===== config.mk =====
export PLATFORM = sky130hd
export DESIGN_NAME = i2c_reply_decoder
export DESIGN_NICKNAME = d
export VERILOG_FILES = /design/src/rtl/i2c_reply_decoder_pkg.sv /design/src/rtl/i2c_reply_decoder.sv
export SDC_FILE = /design/constraint.sdc
export NUM_CORES = 1
export LEC_CHECK = 0
export ABC_AREA = 1
export CORE_ASPECT_RATIO = 0.5
export CORE_MARGIN = 2
export CORE_UTILIZATION = 34
export DETAILED_ROUTE_END_ITERATION = 8
export HOLD_SLACK_MARGIN = 0.03
export PLACE_DENSITY = 0.57
export RECOVER_POWER = 50
export SLEW_MARGIN = 30
export SYNTH_ARGS = -nofsm -noshare
export SYNTH_HDL_FRONTEND = slang
export SYNTH_SLANG_ARGS = --single-unit

===== constraint.sdc =====
create_clock -name clk -period 2.9 [get_ports clk]
set_clock_uncertainty 0.1 [all_clocks]
set_input_delay 0.58 -clock clk [delete_from_list [all_inputs] [get_ports clk]]
set_output_delay 0.58 -clock clk [all_outputs]
set_load 0.01 [all_outputs]

===== src/rtl/i2c_reply_decoder_pkg.sv =====
// Shared reply codes, error codes, command constant and decoder state type
// for the I2C-over-AUX reply decoder.
package i2c_reply_decoder_pkg;

  localparam logic [1:0] REP_ACK   = 2'b00;
  localparam logic [1:0] REP_NACK  = 2'b01;
  localparam logic [1:0] REP_DEFER = 2'b10;
  localparam logic [1:0] REP_RSVD  = 2'b11;

  localparam logic [1:0] ERR_NONE = 2'b00;
  localparam logic [1:0] ERR_HDR  = 2'b01;
  localparam logic [1:0] ERR_LEN  = 2'b10;
  localparam logic [1:0] ERR_TMO  = 2'b11;

  localparam logic [1:0] CMD_READ = 2'b01;

  typedef enum logic [2:0] {
    ST_IDLE,
    ST_HDR,
    ST_DATA,
    ST_WCNT,
    ST_FLUSH,
    ST_DONE
  } state_t;

  // First error of a reply is sticky; later errors never overwrite it.
  function automatic logic [1:0] first_err(input logic [1:0] cur, input logic [1:0] nxt);
    return (cur == ERR_NONE) ? nxt : cur;
  endfunction

endpackage


===== src/rtl/i2c_reply_decoder.sv =====
// Parses AUX sink replies to I2C-over-AUX requests: header status, read data
// forwarding, partial-write byte count, and malformed/length/timeout errors.
module i2c_reply_decoder
  import i2c_reply_decoder_pkg::*;
#(
  parameter int TIMEOUT_CYCLES = 400
) (
  input  logic       clk,
  input  logic       rst,
  input  logic [1:0] de_mux_i2c_cmd,
  input  logic [7:0] de_mux_i2c_len,
  input  logic       de_mux_i2c_tr_vld,
  input  logic       i2c_fsm_rx_s,
  input  logic [7:0] phy_rx_byte,
  input  logic       phy_rx_vld,
  input  logic       phy_rx_done,
  output logic [7:0] i2c_reply_data,
  output logic       i2c_reply_data_vld,
  output logic [3:0] i2c_reply_status,
  output logic [7:0] i2c_reply_wr_cnt,
  output logic [1:0] i2c_reply_err,
  output logic       i2c_reply_done
);

  localparam int            TW  = $clog2(TIMEOUT_CYCLES + 1);
  localparam logic [TW-1:0] TMO = TW'(TIMEOUT_CYCLES);

  state_t        r_state;
  logic [1:0]    r_cmd;
  logic [7:0]    r_len;
  logic [7:0]    r_cnt;
  logic [TW-1:0] r_timer;
  logic          r_rx_s_d;
  logic [7:0]    r_data;
  logic          r_data_vld;
  logic [3:0]    r_status;
  logic [7:0]    r_wr_cnt;
  logic [1:0]    r_err;
  logic          r_done;

  logic   w_rise;
  logic   w_fall;
  logic   w_active;
  logic   w_hdr_bad;
  logic   w_timeout;
  logic [1:0] w_native;
  logic [1:0] w_i2c;
  state_t w_hdr_next;
  state_t w_after_byte;

  assign w_rise    = i2c_fsm_rx_s & ~r_rx_s_d;
  assign w_fall    = ~i2c_fsm_rx_s & r_rx_s_d;
  assign w_active  = (r_state == ST_HDR) || (r_state == ST_DATA) || (r_state == ST_WCNT);
  assign w_native  = phy_rx_byte[5:4];
  assign w_i2c     = phy_rx_byte[7:6];
  assign w_hdr_bad = (phy_rx_byte[3:0] != 4'h0) || (w_native == REP_RSVD) || (w_i2c == REP_RSVD);
  assign w_timeout = w_active && !phy_rx_vld && (r_timer == TMO);

  // Header routing and the state a received byte leaves us in; a coincident
  // done is judged against this post-byte state.
  always_comb begin
    w_hdr_next = ST_FLUSH;
    if (!w_hdr_bad && w_native == REP_ACK) begin
      if (w_i2c == REP_ACK && r_cmd == CMD_READ)       w_hdr_next = ST_DATA;
      else if (w_i2c == REP_NACK && r_cmd != CMD_READ) w_hdr_next = ST_WCNT;
    end

    w_after_byte = r_state;
    if (phy_rx_vld) begin
      case (r_state)
        ST_HDR:  w_after_byte = w_hdr_next;
        ST_DATA: w_after_byte = (r_cnt == r_len) ? ST_FLUSH : ST_DATA;
        ST_WCNT: w_after_byte = ST_FLUSH;
        default: w_after_byte = r_state;
      endcase
    end
  end

  always_ff @(posedge clk or posedge rst) begin
    if (rst) begin
      r_state    <= ST_IDLE;
      r_cmd      <= 2'b00;
      r_len      <= 8'h00;
      r_cnt      <= 8'h00;
      r_timer    <= '0;
      r_rx_s_d   <= 1'b0;
      r_data     <= 8'h00;
      r_data_vld <= 1'b0;
      r_status   <= 4'h0;
      r_wr_cnt   <= 8'h00;
      r_err      <= ERR_NONE;
      r_done     <= 1'b0;
    end else begin
      r_rx_s_d   <= i2c_fsm_rx_s;
      r_data_vld <= 1'b0;
      r_done     <= 1'b0;

      if (phy_rx_vld || (r_state == ST_IDLE && w_rise)) r_timer <= '0;
      else if (r_timer != TMO)                          r_timer <= r_timer + 1'b1;

      if (w_fall && r_state != ST_IDLE && r_state != ST_DONE) begin
        r_state <= ST_IDLE;
      end else begin
        case (r_state)
          ST_IDLE: begin
            if (de_mux_i2c_tr_vld) begin
              r_cmd <= de_mux_i2c_cmd;
              r_len <= de_mux_i2c_len;
            end
            if (w_rise) begin
              r_status <= 4'h0;
              r_err    <= ERR_NONE;
              r_wr_cnt <= 8'h00;
              r_cnt    <= 8'h00;
              r_state  <= ST_HDR;
            end
          end
          ST_DONE: r_state <= ST_IDLE;
          default: begin
            if (phy_rx_vld) begin
              case (r_state)
                ST_HDR: begin
                  r_status <= {w_i2c, w_native};
                  if (w_hdr_bad) r_err <= first_err(r_err, ERR_HDR);
                end
                ST_DATA: begin
                  r_data     <= phy_rx_byte;
                  r_data_vld <= 1'b1;
                  r_cnt      <= r_cnt + 8'd1;
                end
                ST_WCNT: r_wr_cnt <= phy_rx_byte;
                default: r_err <= first_err(r_err, ERR_LEN);
              endcase
            end

            if (phy_rx_done) begin
              if (w_after_byte == ST_HDR || w_after_byte == ST_DATA)
                r_err <= first_err(r_err, ERR_LEN);
              r_done  <= 1'b1;
              r_state <= ST_DONE;
            end else if (w_timeout) begin
              r_err   <= first_err(r_err, ERR_TMO);
              r_done  <= 1'b1;
              r_state <= ST_DONE;
            end else begin
              r_state <= w_after_byte;
            end
          end
        endcase
      end
    end
  end

  assign i2c_reply_data     = r_data;
  assign i2c_reply_data_vld = r_data_vld;
  assign i2c_reply_status   = r_status;
  assign i2c_reply_wr_cnt   = r_wr_cnt;
  assign i2c_reply_err      = r_err;
  assign i2c_reply_done     = r_done;

endmodule


==> impl_metrics.csv <==
group,metric,value,unit
critical_path,rr_startpoint,"r_state[2]",
synth,syn_avg_cell_area,8.49,µm²
critical_path,reg2reg_to,"r_cnt[6]",
routing,via_count,2292,
power,p_leak,1.65,nW
clock_network,cts_hold_buf,0,
critical_path,rrSetupSlack,0.51,ns
clock_network,cts_made_buffers,5,
global_route,grt.total_usage,15.7,%
floorplanning,rows,23,
floorplanning,chipHeight,67.9,µm
sta,setup_ws,0.510,ns
layout,final_nets,407,
routing,wl,6410,µm
layout,seq_area,1380,µm²
worst_hold_path,hold_class,"flop to flop",
global_route,grt_pass1_wl,11000,µm
critical_path,slowest_delay,0.44,ns
synth,syn-cell-area,2780,µm²
place,numPortBuffers,47,
clock_network,cts_resized,0,
critical_path,critPathBufInv,1,
critical_path,start_kind,"flop",
clock_network,postCtsSetupBuffers,0,
critical_path,r2r_cells,12,
critical_path,arrival,2.48,ns
sta,final-hold-violation-count,0,
critical_path,critPathTopFamily,"simple AND/OR/NAND/NOR gates",
routing,wl_per_cell,13.0,µm
critical_path,crit_chain,"nor2_1 > nand2_4 > inv_4 > nand3_4 > nand2_4 > nand3_4 > nor3_2 > nand2_1 > nor2_1 > nand2_1 > o21bai_1 > nor2_1",
global_route,antenna_found_initial,0,
global_route,grt_max_degree,33,
floorplanning,start_util,34.8,%
critical_path,crit_cells,12,
sta,min_period,2.39,ns
place,hpwl,5030,µm
clock_network,clk_latency,0.29,ns
sta,rsz0062_at_grt,"no",
critical_path,critPathMaxFanout,10,
floorplanning,io_pins,48,
place,dp_worst_setup_slack,0.477,ns
synth,yosysWarningCount,0,
critical_path,slowest_stage,"dfrtp_1",
routing,drc,0,
layout,antennaDiodeCount,0,
global_route,grt-ovfl-total,0,
synth,synth_fp_nets,354,
sta,maxSlewHeadroom,33.8,%
layout,syn_to_final_growth,27.5,%
sta,fmax,418,MHz
synth,syn_inst,327,
floorplanning,core,7970,µm²
critical_path,crit_top_cell,"nor2_1",
routing,drtIter0Drc,124,
sta,min_period_over_period,82.4,%
routing,via_per_inst,4.65,
clock_network,clkSinkCount,55,
power,p_per_area,888,nW/µm²
clock_network,cts_tree,"done",
clock_network,clockRootBuffer,"clkbuf_16",
clock_network,htreeDepth,2,
critical_path,critPathLaunch,"r_state[2]",
clock_network,path_clk_slew,0.07,ns
floorplanning,die_x,132,µm
routing,ant_nets,0,
sta,worst_slew_pin_slew,0.992,ns
global_route,first_global_vias,2395,
critical_path,endpoint,"r_cnt[6]",
outcome,status,"finished clean",
layout,fill_cells,792,
floorplanning,design.die.area,8950,µm²
layout,post-route-util,44.4,%
sta,maxSlewViolCount,0,
power,vdd_ir_drop_max,0.298,mV
critical_path,crit_required,2.99,ns
sta,finalSetupViolCount,0,
sta,setup-tns-final,0,ns
routing,first_pass_iters,6,
synth,yosysSeqAreaShare,49.6,%
clock_network,clk_path_buf_depth,2,
run,cap_viol_max_count,0,
synth,ys_ff_latch,55,
critical_path,endpoint_kind,"flop",
place,place_congestion,0.809,
synth,synth.distinct_cells,36,
layout,multi_input_area,1150,µm²
layout,drive_gt1_share,9.97,%
critical_path,crit_type,"flop to flop",
worst reg2reg max path: stages (launching register included):
cell and delay, ns:
dfrtp_1 0.44, nor2_1 0.37, nand2_4 0.19, inv_4 0.15, nand3_4 0.12, nand2_4 0.16
nand3_4 0.12, nor3_2 0.17, nand2_1 0.11, nor2_1 0.10, nand2_1 0.08, o21bai_1 0.13
nor2_1 0.05
routing by layer:
metal	global-route usage (%)	part of all wire (%)	routed length (µm)	vias to the layer above
li1	-	-	-	1157
met1	19.3	48	3090	1110
met2	28.0	49	3110	20
met3	3.56	2.2	138	5
met4	5.16	0.98	63	0
met5	0	0	0	-
flip-flops by register name, summed over array words and instances, names as in the netlist, 2 cells and up:
signal	count
i2c_reply_err	2
r_cmd	2
r_state	3
r_timer	9
i2c_reply_data	8
i2c_reply_wr_cnt	8
i2c_reply_status	4
r_cnt	8
r_len	8
worst min-delay path by stage:
stage / startpoint / to / depth (start not counted)
global route: i2c_reply_data[3] / i2c_reply_data[3] / 2
finish: i2c_reply_data[3] / i2c_reply_data[3] / 2
CTS: i2c_reply_data[0] / i2c_reply_data[0] / 2
global placement: i2c_reply_data[3] / i2c_reply_data[3] / 2
detailed placement: i2c_reply_data[0] / i2c_reply_data[0] / 2
floorplan: r_cmd[1] / r_cmd[1] / 2
final cells by class:
cell class / count / share of cell area [%]
flip-flops and latches: 55 / 38.9
repair buffers: 49 / 14.1
inverters: 59 / 6.33
clock buffers: 8 / 4.42
multi-input cells: 210 / 32.4
well taps: 112 / 3.96
where the power goes:
group | internal [W] | total, W | switching [W]
combinational | 0.000618 | 0.00131 | 0.000692
sequential | 0.00102 | 0.00119 | 0.000174
clock | 0.000369 | 0.000641 | 0.000272
total | 0.00200 | 0.00314 | 0.00114
kinds of logic after synthesis:
kind of cell,Yosys count,synth area share (%)
fa+ha+maj,3,1.35
flops,55,49.6
buf+inv,62,8.88
mux,13,5.27
compound gates,44,8.70
simple gates,146,25.0
xor+xnor,4,1.26
synthesized netlist by cell type, drive strengths merged:
library cell  count  area, µm²
or2               1       6.26
and3              1       6.26
nand3b            1       7.51
nand2            65        264
mux2             13        146
o2111ai           1       8.76
nand4             6       37.5
a211oi            1       7.51
a21oi            19       98.9
nand3            21        130
ha                3       37.5
o21ai            18       90.1
o41ai             1       8.76
nor3b             2       15.0
clkbuf            1       3.75
o21bai            1       7.51
xnor2             4       35.0
inv              59        224
nor2             36        145
dfrtp            55       1380
nor3             13       81.3
buf               2       18.8
o21a              1       7.51
a31oi             2       12.5
per-stage QoR:
stage / cell area [µm²] / total power [W] / instances / hold slack (ns)
2_1_floorplan: 2780 / 0.00200 / 327 / 0.392
3_3_place_gp: 3390 / 0.00251 / 485 / 0.360
3_5_place_dp: 3390 / 0.00254 / 485 / 0.372
4_1_cts: 3550 / 0.00319 / 493 / 0.390
5_1_grt: 3540 / 0.00338 / 493 / 0.422
6_report: 3540 / 0.00314 / 493 / 0.386
layout by cell type (no fill, tap or decap), types with 11 or more instances in the layout:
cell type,count
a21oi_1,18
clkdlybuf4s50_1,45
dfrtp_1,55
inv_1,54
mux2_2,13
nand2_1,61
nand3_1,19
nor2_1,35
nor3_1,11
o21ai_0,12
No activity file was read; power rests on OpenSTA's default activity.
==> variant, RTL diff (same flow settings) <==
`TIMEOUT_CYCLES`: 400 -> 800.
--- a/src/rtl/i2c_reply_decoder.sv
+++ b/src/rtl/i2c_reply_decoder.sv
@@ -3,7 +3,7 @@
 module i2c_reply_decoder
   import i2c_reply_decoder_pkg::*;
 #(
-  parameter int TIMEOUT_CYCLES = 400
+  parameter int TIMEOUT_CYCLES = 800
 ) (
   input  logic       clk,
   input  logic       rst,
Behaviour: same outputs for any inputs over 4 cycles, from zero or initial values and one cycle with rst high; that may be too few to reach the edited logic, so the function may still have changed.
==> variant against the original RTL <==
Maximum frequency decreased by 4.9%; largest power group unchanged; critical path depth decreased by 2; synthesized area increased by 1.2%; hold slack got worse by 0.015 ns; die area increased by 1.1%; sequential power increased by 5%; sequential cell count increased by 1; wire length increased by 0.17%; combinational power increased by 6%; register-to-register slack improved by 0.02 ns; setup slack got worse by 0.12 ns; global-route usage decreased by 0.42 points; total power increased by 6.6%; final area increased by 0.49%.
==> variant: results (changes against the original RTL) <==
| Metric | Value |
|---|---|
| Outcome | completed (unchanged) |
| Mapped Nets | 372 (was 354) |
| RD Place Congestion | 0.846 (was 0.809) |
| Hold_sp | i2c_reply_data[0]$_DFFE_PP0P_ (was i2c_reply_data[3]$_DFFE_PP0P_) |
| Drt first-iter violations | 181 (was 124) |
| Filler Cell Count | 796 (was 792) |
| Clk root buf | clkbuf_16 (unchanged) |
| CTS H-tree depth | 2 (unchanged) |
| Final non-filler cell total | 510 (was 493) |
| Largest register FFs | 10 (was 9) |
| Reg2reg setup slack | 0.53 ns (was 0.51 ns) |
| Initial antenna violation count | 0 (unchanged) |
| Top cells by count, synth | nand2_1 (80), dfrtp_1 (56), inv_1 (49) (was nand2_1 (61), dfrtp_1 (55), inv_1 (53)) |
| RR Startpoint | r_state[2]$_DFFE_PP0P_ (unchanged) |
| Crit path max-delay cell type | dlygate4sd3_1 (was dfrtp_1) |
| Seq/Total Area, Yosys | 49.9% (was 49.6%) |
| Setup crit start | i2c_fsm_rx_s (was r_state[2]$_DFFE_PP0P_) |
| Worst Path Max Fanout | 6 (was 10) |
| Largest net degree at the start of global routing | 57 (was 33) |
| Leakage power | 1.67 nW (was 1.65 nW) |
| GRT Total Usage | 15.2% (was 15.7%) |
| Final hold slack | 0.371 ns (was 0.386 ns) |
| Synth Flop Type | dfrtp_1 (unchanged) |
| Placement Setup Slack | 0.390 ns (was 0.477 ns) |
| Placed insts | 502 (was 485) |
| First-pass GRT wire length | 10,800 um (was 11,000 um) |
| DR vias/cell | 4.69 (was 4.65) |
| Share of cells above drive strength 1 | 7.79% (was 9.97%) |
| Peak VDD IR | 0.349 mV (was 0.298 mV) |
| Vias in the first global route | 2,212 (was 2,395) |
| Warnings from Yosys | 0 (unchanged) |
| Drt pass-1 iters | 4 (was 6) |
| Nets | 424 (was 407) |
| CP peak stage delay | 0.58 ns (was 0.44 ns) |
| Top reg by flops | r_timer (unchanged) |
| WL per Instance | 12.6 um (was 13.0 um) |
| Ratio of final minimum period to clock period | 86.6% (was 82.4%) |
| Top cells by area, synth | dfrtp_1 (50%), nand2_1 (11%), inv_1 (6.5%), nor2_1 (4.7%), nand3_1 (4.3%) (was dfrtp_1 (50%), nand2_1 (8.2%), inv_1 (7.2%), mux2_2 (5.3%), nor2_1 (4.6%)) |
| Clk_lat worst skew | 0.30 ns |
| Slew HR | 6.54% (was 33.8%) |
| Post-cts sizing count | 0 (unchanged) |
| HPWL after detailed placement | 4790 um (was 5030 um) |
| Synth unique cells | 33 (was 36) |
| Synth Instances | 345 (was 327) |
==> variant: cell count changes in the layout (fill, tap and decap cells not counted), moves of 3 or more <==
cell     before  now
nand3_1      19   24
nand2_1      61   81
o21a_1        1    4
mux2_2       13    4
inv_1        54   48
==> variant: cells by family (layout without fill, tap and decap cells) <==
family,count (synthesis),after routing,synth area share (%)
AOI/OAI and AO/OA,48,48,9.31
DFF,56,56,49.9
xor gates and xnor gates,5,5,1.56
muxes,4,4,1.60
adders and majority gates,3,3,1.34
buffers and inverters,57,110,8.02
and+or+nand+nor,172,172,28.3
==> variant: per-stage QoR <==
| stage | cell area [um^2] | util (%) |
|---|---|---|
| after floorplan | 2810 | - |
| after global placement | 3410 | 42.6 |
| after detailed placement | 3410 | 42.6 |
| after CTS | 3580 | 44.7 |
| after global routing | 3560 | 44.5 |
| final | 3560 | 44.5 |
==> variant: worst paths after layout <==
check | depth (start not counted) | endpoint
worst min-delay path | 2 | i2c_reply_data[0]$_DFFE_PP0P_
worst max-delay path | 10 | r_cnt[7]$_DFFE_PP0P_
worst max register to register | 12 | r_cnt[7]$_DFFE_PP0P_
worst min register to register | 2 | i2c_reply_data[0]$_DFFE_PP0P_
min in group asynchronous | 3 | r_timer[8]$_DFFE_PP0P_
max in group asynchronous | 3 | i2c_reply_data_vld$_DFF_PP0_
==> variant: worst min-delay path: cells and delay by family (launching register included) <==
| family | cells | cell delay (ns) |
|---|---|---|
| DFF | 1 | 0.34 |
| and+or+nand+nor | 2 | 0.10 |
==> variant: layout make-up <==
class	count	share of cell area [%]
Timing Repair Buffer	48	13.4
Clock inverter	3	1.30
Sequential cell	56	39.4
Clock buffer	5	3.52
Tap cell	112	3.94
Inverter	54	5.77
Multi-Input combinational cell	232	32.7
==> variant: power by group <==
group	switching, mW	internal, mW	leakage [nW]	total (mW)
Sequential	0.193	1.06	0.708	1.25
Clock	0.300	0.411	0.0804	0.712
Combinational	0.771	0.619	0.878	1.39
==> variant: routing by layer <==
metal / vias to the layer above / track usage, % / share of wire [%]
li1: 1208 / - / -
met5: - / 0 / 0
met2: 52 / 23.3 / 43
met4: 0 / 5.51 / 1.4
met1: 1124 / 20.8 / 50
met3: 8 / 4.44 / 5.3
